**config.mk**
```make
export PLATFORM = sky130hd
export DESIGN_NAME = fsub_pipe_flat
export DESIGN_NICKNAME = d
export VERILOG_FILES = /design/src/rtl/fsub_pipe_if.sv /design/src/rtl/fsub_pipe.sv /design/src/flat_wrapper.sv
export SDC_FILE = /design/constraint.sdc
export NUM_CORES = 1
export LEC_CHECK = 0
export CAP_MARGIN = 10
export CORE_ASPECT_RATIO = 1.25
export CORE_MARGIN = 4
export CORE_UTILIZATION = 57
export CTS_BUF_LIST = sky130_fd_sc_hd__clkbuf_2
export CTS_CLUSTER_DIAMETER = 40
export DETAILED_ROUTE_END_ITERATION = 10
export GPL_TIMING_DRIVEN = 0
export MAX_ROUTING_LAYER = met4
export PLACE_DENSITY = 0.78
export SLEW_MARGIN = 20
export SYNTH_ARGS = -nofsm -noshare
export SYNTH_HDL_FRONTEND = slang
export SYNTH_SLANG_ARGS = --single-unit
```
**constraint.sdc**
```tcl
create_clock -name clk -period 12.5 [get_ports clk]
set_input_delay 1.875 -clock clk [delete_from_list [all_inputs] [get_ports clk]]
set_output_delay 1.875 -clock clk [all_outputs]
set_load 0.02 [all_outputs]
```
**src/rtl/fsub_pipe_if.sv**
```systemverilog
// Operand/result stream between the FPU issue logic and writeback for the subtract pipe.
// master = issuer plus consumer side, slave = the pipe itself.
interface fsub_pipe_if;
    logic        in_valid;
    logic        in_ready;
    logic [31:0] src;
    logic [31:0] sink;
    logic        out_valid;
    logic        out_ready;
    logic [31:0] dest;
    logic        ovf;

    modport master (
        output in_valid, src, sink, out_ready,
        input  in_ready, out_valid, dest, ovf
    );

    modport slave (
        input  in_valid, src, sink, out_ready,
        output in_ready, out_valid, dest, ovf
    );
endinterface

```
**src/rtl/fsub_pipe.sv**
```systemverilog
// Pipelined single-precision subtract dest = src - sink: align stage, then normalize/round stage.
// Latency 2 cycles, 1 cycle when FSUB_PIPE_BYPASS_EN is defined (align register removed); 1 op/cycle.
// Backpressure: global stall, in_ready = !out_valid | out_ready; every stage holds while it is low.
module fsub_pipe (
    input  logic       clk,
    input  logic       rstn,
    fsub_pipe_if.slave io
);
    logic adv;
    assign adv         = !io.out_valid || io.out_ready;
    assign io.in_ready = adv;

    // Align: sink sign is flipped so the whole datapath is an add of signed magnitudes.
    logic        a_sign, b_sign, swap;
    logic [7:0]  a_exp, b_exp;
    logic [23:0] a_sig, b_sig, sm_sig;
    logic        al_sign, al_sub;
    logic [7:0]  al_exp, al_shift;
    logic [26:0] al_big, al_small;
    logic [49:0] sm_wide;

    always_comb begin
        a_sign   = io.src[31];
        a_exp    = io.src[30:23];
        a_sig    = (a_exp == 8'd0) ? 24'd0 : {1'b1, io.src[22:0]};
        b_sign   = ~io.sink[31];
        b_exp    = io.sink[30:23];
        b_sig    = (b_exp == 8'd0) ? 24'd0 : {1'b1, io.sink[22:0]};
        swap     = {b_exp, b_sig} > {a_exp, a_sig};
        al_sign  = swap ? b_sign : a_sign;
        al_exp   = swap ? b_exp : a_exp;
        al_sub   = a_sign ^ b_sign;
        al_big   = {(swap ? b_sig : a_sig), 3'b000};
        sm_sig   = swap ? a_sig : b_sig;
        al_shift = al_exp - (swap ? a_exp : b_exp);
        sm_wide  = {sm_sig, 26'd0} >> al_shift;
        // Layout {hidden, man[22:0], guard, round, sticky}
        if (al_shift >= 8'd26)
            al_small = {26'd0, |sm_sig};
        else
            al_small = {sm_wide[49:24], |sm_wide[23:0]};
    end

    logic        st_vld, st_sign, st_sub;
    logic [7:0]  st_exp;
    logic [26:0] st_big, st_small;

`ifdef FSUB_PIPE_BYPASS_EN
    assign st_vld   = io.in_valid;
    assign st_sign  = al_sign;
    assign st_sub   = al_sub;
    assign st_exp   = al_exp;
    assign st_big   = al_big;
    assign st_small = al_small;
`else
    logic        s1_vld, s1_sign, s1_sub;
    logic [7:0]  s1_exp;
    logic [26:0] s1_big, s1_small;

    always_ff @(posedge clk) begin
        if (!rstn) begin
            s1_vld   <= 1'b0;
            s1_sign  <= 1'b0;
            s1_sub   <= 1'b0;
            s1_exp   <= 8'd0;
            s1_big   <= 27'd0;
            s1_small <= 27'd0;
        end else if (adv) begin
            s1_vld   <= io.in_valid;
            s1_sign  <= al_sign;
            s1_sub   <= al_sub;
            s1_exp   <= al_exp;
            s1_big   <= al_big;
            s1_small <= al_small;
        end
    end

    assign st_vld   = s1_vld;
    assign st_sign  = s1_sign;
    assign st_sub   = s1_sub;
    assign st_exp   = s1_exp;
    assign st_big   = s1_big;
    assign st_small = s1_small;
`endif

    logic [27:0]       sum;
    logic [4:0]        lzc;
    logic [26:0]       norm;
    logic signed [9:0] exp_n, exp_r;
    logic              round_up;
    logic [24:0]       rnd;
    logic [31:0]       res;
    logic              res_ovf;

    always_comb begin
        sum = st_sub ? ({1'b0, st_big} - {1'b0, st_small})
                     : ({1'b0, st_big} + {1'b0, st_small});
        lzc = 5'd26;
        for (int i = 0; i < 27; i++)
            if (sum[i]) lzc = 5'(26 - i);
        if (sum[27]) begin
            norm  = {sum[27:2], sum[1] | sum[0]};
            exp_n = $signed({2'b00, st_exp}) + 10'sd1;
        end else begin
            norm  = sum[26:0] << lzc;
            exp_n = $signed({2'b00, st_exp}) - $signed({5'd0, lzc});
        end
        round_up = norm[2] & (norm[1] | norm[0] | norm[3]);
        rnd      = {1'b0, norm[26:3]} + {24'd0, round_up};
        exp_r    = exp_n + (rnd[24] ? 10'sd1 : 10'sd0);
        res_ovf  = 1'b0;
        // A zero sum under effective subtraction is exact cancellation and yields +0.
        if (sum == 28'd0)
            res = {(st_sub ? 1'b0 : st_sign), 31'd0};
        else if (exp_n <= 10'sd0)
            res = {st_sign, 31'd0};
        else if (exp_r >= 10'sd255) begin
            res     = {st_sign, 8'hFF, 23'd0};
            res_ovf = 1'b1;
        end else
            res = {st_sign, exp_r[7:0], (rnd[24] ? rnd[23:1] : rnd[22:0])};
    end

    logic        out_vld;
    logic [31:0] dest_q;
    logic        ovf_q;

    always_ff @(posedge clk) begin
        if (!rstn) begin
            out_vld <= 1'b0;
            dest_q  <= 32'd0;
            ovf_q   <= 1'b0;
        end else if (adv) begin
            out_vld <= st_vld;
            if (st_vld) begin
                dest_q <= res;
                ovf_q  <= res_ovf;
            end
        end
    end

    assign io.out_valid = out_vld;
    assign io.dest      = dest_q;
    assign io.ovf       = ovf_q;
endmodule
```
**src/flat_wrapper.sv**
```systemverilog
// flat-port wrapper written by rule: the top's interface ports become plain ports
module fsub_pipe_flat 
  (clk, rstn, io_in_valid, io_src, io_sink, io_out_ready, io_in_ready, io_out_valid, io_dest, io_ovf);
  fsub_pipe_if io_i ();
  input  logic clk;
  input  logic rstn;
  input wire logic [$bits(io_i.in_valid)-1:0] io_in_valid;
  input wire logic [$bits(io_i.src)-1:0] io_src;
  input wire logic [$bits(io_i.sink)-1:0] io_sink;
  input wire logic [$bits(io_i.out_ready)-1:0] io_out_ready;
  output wire logic [$bits(io_i.in_ready)-1:0] io_in_ready;
  output wire logic [$bits(io_i.out_valid)-1:0] io_out_valid;
  output wire logic [$bits(io_i.dest)-1:0] io_dest;
  output wire logic [$bits(io_i.ovf)-1:0] io_ovf;
  assign io_i.in_valid = io_in_valid;
  assign io_i.src = io_src;
  assign io_i.sink = io_sink;
  assign io_i.out_ready = io_out_ready;
  assign io_in_ready = io_i.in_ready;
  assign io_out_valid = io_i.out_valid;
  assign io_dest = io_i.dest;
  assign io_ovf = io_i.ovf;
  fsub_pipe u_core (.clk(clk), .rstn(rstn), .io(io_i));
endmodule
```
=== Word level (Yosys, flattened, before mapping) ===
Cells that the tools add are included.
W data, S select, Z words.

* Register bits: 96
* Input bits: 68
* Output and inout bits: 35
* Word-level logic and storage cells: 82

* Shift operators: 2
* Mux-type cells: 46
* Magnitude comparators: 4
* Reductions and logical operators: 8
* Bitwise logic cells: 6
* $add $sub $neg: 7

{| class="wikitable"
|+ Operators by type and width
! cell !! number
|-
| $mux W24 || 4
|-
| $mux W5 || 16
|-
| $mux W31 || 2
|-
| $mux W27 || 2
|-
| $shr A50 B8 Y50 || 1
|-
| $reduce_or A24 Y1 || 2
|-
| $gt A32 B32 Y1 || 1
|-
| $mux W32 || 1
|-
| $mux W4 || 8
|-
| $add A27 B27 Y28 || 1
|-
| $logic_not A28 Y1 || 1
|-
| $mux W28 || 1
|-
| $sub A27 B27 Y28 || 1
|-
| $shl A27 B5 Y27 || 1
|-
| $add A24 B1 Y25 || 1
|-
| $mux W23 || 1
|-
| $logic_not A8 Y1 || 2
|-
| $mux W8 || 2
|-
| $add A10 B10 Y10 || 1
|-
| $ge A10 B9 Y1 const B || 1
|-
| $le A10 B1 Y1 const B || 1
|-
| $mux W10 || 1
|-
| $add A8 B1 Y9 const B || 1
|-
| $sub A8 B5 Y9 || 1
|-
| other kinds (11) || 19
|}

=== Longest topological paths before layout ===
* Depth in word-level cells: 40
* Depth in mapped cells: 38
* Depth with buffers taken out: 32

=== Least setup slack after synthesis ===
Ideal clock, no wire load.

* Path type: register -> register
* From: reg u_core.s1_small[9]
* To: reg u_core.dest_q[20], in the netlist u_core.io.dest[20]
* Stages on the path, launching flop included: 38
* Arrival: 7.894 ns
* Required time: 12.385 ns
* Buffers on the path: 6
* Clock period less this slack: 8.008 ns
* Library setup time: 0.115 ns
* Slack: 4.492 ns
* Cells stage by stage: dfxtp_1 -> inv_1 -> ha_1 -> buf_6 -> nor3b_4 -> a2111oi_4 -> a211oi_1 -> or4_1 -> and3_1 -> buf_6 -> or4_4 -> buf_6 -> a21oi_4 -> nor2_2 -> clkinv_4 -> buf_2 -> nand2_1 -> or2_1 -> (+2 left out) -> ha_1 -> inv_1 -> or4_1 -> buf_2 -> nor4b_1 -> nor3b_1 -> ha_1 -> o211ai_1 -> xor2_1 -> o31a_1 -> o41ai_1 -> a21boi_0 -> o21ba_2 -> o31a_1 -> and4b_1 -> clkbuf_1 -> a21o_1 -> o21a_1

* Longest elaborated chain between the ends: 32
* Elaborated cells between the ends (all ways): 38
* Classes of those cells: add/sub: 5; order compare: 2; shift: 1; mux: 26; bitwise: 3; reduce/logical: 1

{| class="wikitable"
|+ RTL lines
! element !! RTL line !! source
|-
| start: declaration || fsub_pipe.sv:58 || <nowiki>logic [26:0] s1_big, s1_small;</nowiki>
|-
| start signal: assignment || fsub_pipe.sv:74 || <nowiki>s1_small <= al_small;</nowiki>
|-
| $add A27 B27 Y28 / $sub A27 B27 Y28 (equally long branches) || fsub_pipe.sv:97, fsub_pipe.sv:96 ||
|-
| $mux W28 * || fsub_pipe.sv:96 || <nowiki>sum = st_sub ? ({1'b0, st_big} - {1'b0, st_small})</nowiki>
|-
| $mux W4 (2 in a row) || fsub_pipe.sv:100 || <nowiki>if (sum[i]) lzc = 5'(26 - i);</nowiki>
|-
| $mux W5 (16 in a row) || fsub_pipe.sv:100 ||
|-
| $shl A27 B5 Y27 || fsub_pipe.sv:105 || <nowiki>norm = sum[26:0] << lzc;</nowiki>
|-
| $mux W27 || fsub_pipe.sv:101 || <nowiki>if (sum[27]) begin</nowiki>
|-
| $or A1 B1 Y1 (2 in a row) || fsub_pipe.sv:108 || <nowiki>round_up = norm[2] & (norm[1] | norm[0] | norm[3]);</nowiki>
|-
| $and A1 B1 Y1 || fsub_pipe.sv:108 ||
|-
| $add A24 B1 Y25 || fsub_pipe.sv:109 || <nowiki>rnd = {1'b0, norm[26:3]} + {24'd0, round_up};</nowiki>
|-
| $mux W1 || fsub_pipe.sv:110 || <nowiki>exp_r = exp_n + (rnd[24] ? 10'sd1 : 10'sd0);</nowiki>
|-
| $add A10 B10 Y10 || fsub_pipe.sv:110 ||
|-
| $ge A10 B9 Y1 || fsub_pipe.sv:117 || <nowiki>else if (exp_r >= 10'sd255) begin</nowiki>
|-
| $mux W31 || fsub_pipe.sv:117 ||
|-
| $mux W31 || fsub_pipe.sv:115 || <nowiki>else if (exp_n <= 10'sd0)</nowiki>
|-
| $mux W32 * || fsub_pipe.sv:113 || <nowiki>if (sum == 28'd0)</nowiki>
|-
| end signal: assignment || fsub_pipe.sv:136 || <nowiki>dest_q <= res;</nowiki>
|-
| end: declaration || fsub_pipe.sv:125 || <nowiki>logic [31:0] dest_q;</nowiki>
|}

Mark *: on every way between the ends. The rest lies on a longest branch, timed or not.
A chain may end at the register's enable or synchronous reset.

=== Worst setup path in the final report ===
* From: reg u_core.s1_small[8]
* To: reg u_core.dest_q[20], in the netlist u_core.io.dest[20]

* Longest elaborated chain between the ends: 33
* Elaborated cells between the ends (all ways): 39
* Classes of those cells: add/sub: 5; order compare: 2; shift: 1; mux: 27; bitwise: 3; reduce/logical: 1

{| class="wikitable"
|+ RTL lines
! element !! RTL line
|-
| $add A27 B27 Y28 / $sub A27 B27 Y28 (equally long branches) || fsub_pipe.sv:97, fsub_pipe.sv:96
|-
| $mux W28 * || fsub_pipe.sv:96
|-
| $mux W4 (3 in a row) || fsub_pipe.sv:100
|-
| $mux W5 (16 in a row) || fsub_pipe.sv:100
|-
| $shl A27 B5 Y27 || fsub_pipe.sv:105
|-
| $mux W27 || fsub_pipe.sv:101
|-
| $or A1 B1 Y1 (2 in a row) || fsub_pipe.sv:108
|-
| $and A1 B1 Y1 || fsub_pipe.sv:108
|-
| $add A24 B1 Y25 || fsub_pipe.sv:109
|-
| $mux W1 || fsub_pipe.sv:110
|-
| $add A10 B10 Y10 || fsub_pipe.sv:110
|-
| $ge A10 B9 Y1 || fsub_pipe.sv:117
|-
| $mux W31 || fsub_pipe.sv:117
|-
| $mux W31 || fsub_pipe.sv:115
|-
| $mux W32 * || fsub_pipe.sv:113
|}

Marked as above.

==> flow_summary.ini <==
[critical_path]
cp_top_family = compound AO/OA/AOI/OAI gates
crit_cells = 33
max_stage_delay_ns = 0.75
crit_type = reg2reg
slowest_stage = o31ai_1
startpoint_type = register
reg2regPathDepth = 33
r2r_end = u_core.io.dest[20]
crit_path_max_fanout = 10
cp-end-kind = register
arrival_ns = 11.07
path_buf_inv = 5
timing.rr.start = u_core.s1_small[8]
required_ns = 13.03
rrSetupSlack_ns = 1.96

[power]
power.net_switching_mw = 1.44
p_seq_frac = 0.151
power_density_mw_per_mm2 = 154
intPower_mw = 1.03
combinationalPowerShare = 0.774
swShare = 0.582
ir_drop_uv = 57.9
pwr-share-clk = 0.075
leakage_nw = 6.32

[clock_tree]
cts_tree = built
ctsResizeCount = 0
htreeDepth = 3
ctsRootBufferMaster = clkbuf_2
cts_setup_buffers = 0
clock_sinks = 96
clk_path_buf_depth = 2
postCtsHoldBufs = 0
cts_buffers = 9
path_clk_slew_ns = 0.31
clkLatencyLatePin_ns = 0.63

[drt]
viasPerCell = 7.25
wire_per_inst_um = 25.3
vias = 18258
ant_nets = 0
drt-pass1-iter-count = 9
routed_wl_um = 63700
drc_errors = 0
drt_iter0_markers = 2383

[grt]
grt_pass1_wl_um = 96600
grt_pass1_vias = 17308
antenna_found_initial = 1
grtUsageTotal = 0.456
overflow = 0
grt_max_degree = 19

[sta]
worst_clock_skew_ns = 0.0645
tns_ns = 0
worstMarginPinSlew_ns = 1.15
slew_headroom = 0.228
max_freq_ghz = 0.0948
setup_viol = 0
period_minus_slack_ns = 10.54
post-route-period-util = 0.844
hold_viol_final = 0
drv_slew = 0
rsz0062_at_grt = false
hold_slack_ns = 0.469

[synthesis]
synth_warnings = 0
syn-num-nets = 2230
ys_async_sr_fraction = 0
syn_inst = 2069
yosys.cell_types.count = 115
syn_area_mm2 = 0.0144
postSynthAreaPerCell_um2 = 6.97
synth_seq_area_share = 0.133
ys.flop_type = dfxtp_1
synth.ff_latch_count = 96
synth-edff-count = 0

[layout]
area_growth_pct = 11.4
n_fill_cell = 2271
drive_above_1_share = 0.0690
finalNetCount = 2345
stdcell_count = 2520

[hold_path]
hp-start = u_core.io.dest[19]
min_path_type = reg2reg
min_to = u_core.io.dest[19]
min_path_cells = 2

[placed_design]
place_hpwl_um = 50400
port_buffers = 102
dp.cells = 2503
globalplace.congestion = 1.15

[die]
io_pins = 103
num_rows = 64
dieArea_mm2 = 0.0279
start_util = 0.583
core-area_mm2 = 0.0247
die_h_um = 186
die_w_um = 150

[outcome]
outcome = finished, final reports clean

[flow_run]
maxCapViolCount = 0
-- per-stage QoR --
| step | util | instance area, µm² | setup slack [ns] | power [mW] |
|---|---|---|---|---|
| floorplan | - | 14400 | 4.49 | 1.59 |
| finish | 0.649 | 16100 | 1.96 | 2.47 |
| detailed placement | 0.642 | 15900 | 2.08 | 2.15 |
| global route | 0.649 | 16100 | 1.30 | 2.57 |
| CTS | 0.649 | 16000 | 2.50 | 2.34 |
| global placement | 0.641 | 15900 | 1.89 | 2.14 |
-- logic make-up (layout without fill, tap and decap cells) --
kind of cell / after synthesis / after routing / synth area share
adder cells (fa/ha/maj): 93 / 93 / 0.0817
other: 0 / 1 / 0
XOR/XNOR: 75 / 75 / 0.0466
AND/OR/NAND/NOR: 797 / 797 / 0.271
multiplexers: 72 / 72 / 0.0592
buffers and inverters: 236 / 356 / 0.0670
AO/OA/AOI/OAI: 700 / 700 / 0.341
flip-flops: 96 / 96 / 0.133
-- tightest hold or removal path, delay by kind of cell, from the launching register on --
family / cells / cell delay, ns
DFF: 1 / 0.38
and+or+nand+nor: 1 / 0.05
AOI/OAI and AO/OA: 1 / 0.05
-- synthesized netlist by cell type, types with 7 or more instances --
library cell | n | area [µm²]
o21ai_1 | 23 | 115
o22ai_1 | 37 | 231
o31ai_1 | 13 | 97.6
or3_1 | 16 | 100
nor2b_1 | 21 | 131
nor4_1 | 27 | 169
o21ai_0 | 99 | 495
a22oi_1 | 19 | 143
o21a_1 | 14 | 105
a211o_1 | 19 | 166
or4_1 | 14 | 105
a21oi_1 | 159 | 796
nor3b_1 | 9 | 67.6
mux2_2 | 17 | 191
a211oi_1 | 35 | 263
nand4_1 | 36 | 225
nor3_1 | 67 | 335
o2111ai_1 | 9 | 78.8
o211ai_1 | 48 | 360
mux4_2 | 8 | 180
and3_1 | 10 | 62.6
a2111oi_0 | 12 | 105
a221oi_1 | 10 | 87.6
a31oi_1 | 16 | 100
ha_1 | 91 | 1140
mux2i_1 | 46 | 460
o211a_1 | 7 | 70.1
nand2b_1 | 25 | 156
o221ai_1 | 11 | 96.3
and2_1 | 16 | 100
nand3_1 | 62 | 310
buf_2 | 27 | 135
a311oi_1 | 19 | 166
dfxtp_1 | 96 | 1920
buf_1 | 7 | 26.3
a21o_1 | 34 | 255
xor2_1 | 23 | 201
clkbuf_1 | 85 | 319
xnor2_1 | 50 | 438
nand2_1 | 238 | 893
nor2_1 | 198 | 743
inv_1 | 104 | 390
a32oi_1 | 11 | 96.3
or2_2 | 17 | 106
-- sequential cells by signal (all words and copies together) (netlist names) --
signal,count
u_core.s1_big,24
u_core.io.out_valid,1
u_core.s1_small,27
u_core.io.ovf,1
u_core.io.dest,32
u_core.s1_vld,1
u_core.s1_sign,1
u_core.s1_exp,8
u_core.s1_sub,1
-- power groups by stage --
stage          sequential, mW  combinational [mW]  clock [mW]
6_report                0.374                1.91       0.186
5_1_grt                 0.377                2.00       0.197
4_1_cts                 0.372                1.78       0.186
3_5_place_dp            0.378                1.77           0
3_3_place_gp            0.376                1.76           0
2_1_floorplan           0.384                1.21           0
-- worst max path at each step --
| stage | endpoint | from | slack [ns] |
|---|---|---|---|
| after floorplan | u_core.io.dest[20] | u_core.s1_small[9] | 4.49 |
| after global placement | u_core.s1_small[7] | io_sink[27] | 1.89 |
| after detailed placement | u_core.s1_small[26] | io_src[23] | 2.08 |
| after CTS | u_core.io.dest[20] | u_core.s1_small[5] | 2.50 |
| after global routing | u_core.io.dest[20] | u_core.s1_small[10] | 1.30 |
| final | u_core.io.dest[20] | u_core.s1_small[8] | 1.96 |
-- metal layers --
layer	share of wire	routed length, µm	global-route usage	vias up
met2	0.45	28500	0.724	1480
li1	-	-	-	8009
met3	0.11	7260	0.0952	464
met1	0.34	21500	0.492	8305
met5	0	0	-	-
met4	0.10	6420	0.363	0
-- placed cells by master (no fill, tap or decap), types with 11 or more instances in the layout --
cell type and n:
ha_1 91, or3_1 16, or2_2 17, a21oi_1 159, and2_1 16, a211oi_1 35
xor2_1 23, o31ai_1 13, nand2_1 238, nor2_1 198, nor3_1 67, dfxtp_1 96
o21a_1 14, o211ai_1 48, o221ai_1 11, a21o_1 34, nor4_1 27, a211o_1 19
xnor2_1 47, nor2b_1 21, inv_1 104, o21ai_0 99, a31oi_1 16, mux2_2 17
buf_2 28, o22ai_1 37, or4_1 14, nand4_1 36, a32oi_1 11, nand2b_1 25
a2111oi_0 12, o21ai_1 23, clkbuf_1 85, a22oi_1 19, nand3_1 62, mux2i_1 46
a311oi_1 19, clkdlybuf4s50_1 102
-- layout make-up --
class / instances / area [µm²] / share of cell area
multi-input cells: 1737 / 11600 / 0.720
flip-flops and latches: 96 / 1920 / 0.120
repair buffers: 104 / 1030 / 0.0643
plain buffers: 127 / 552 / 0.0343
inverters: 109 / 414 / 0.0258
well taps: 330 / 413 / 0.0257
clock inverters: 7 / 110 / 0.00685
clock buffers: 9 / 45.0 / 0.00280
diodes: 1 / 2.50 / 0.000156
Power figures use the tool's default switching activity.
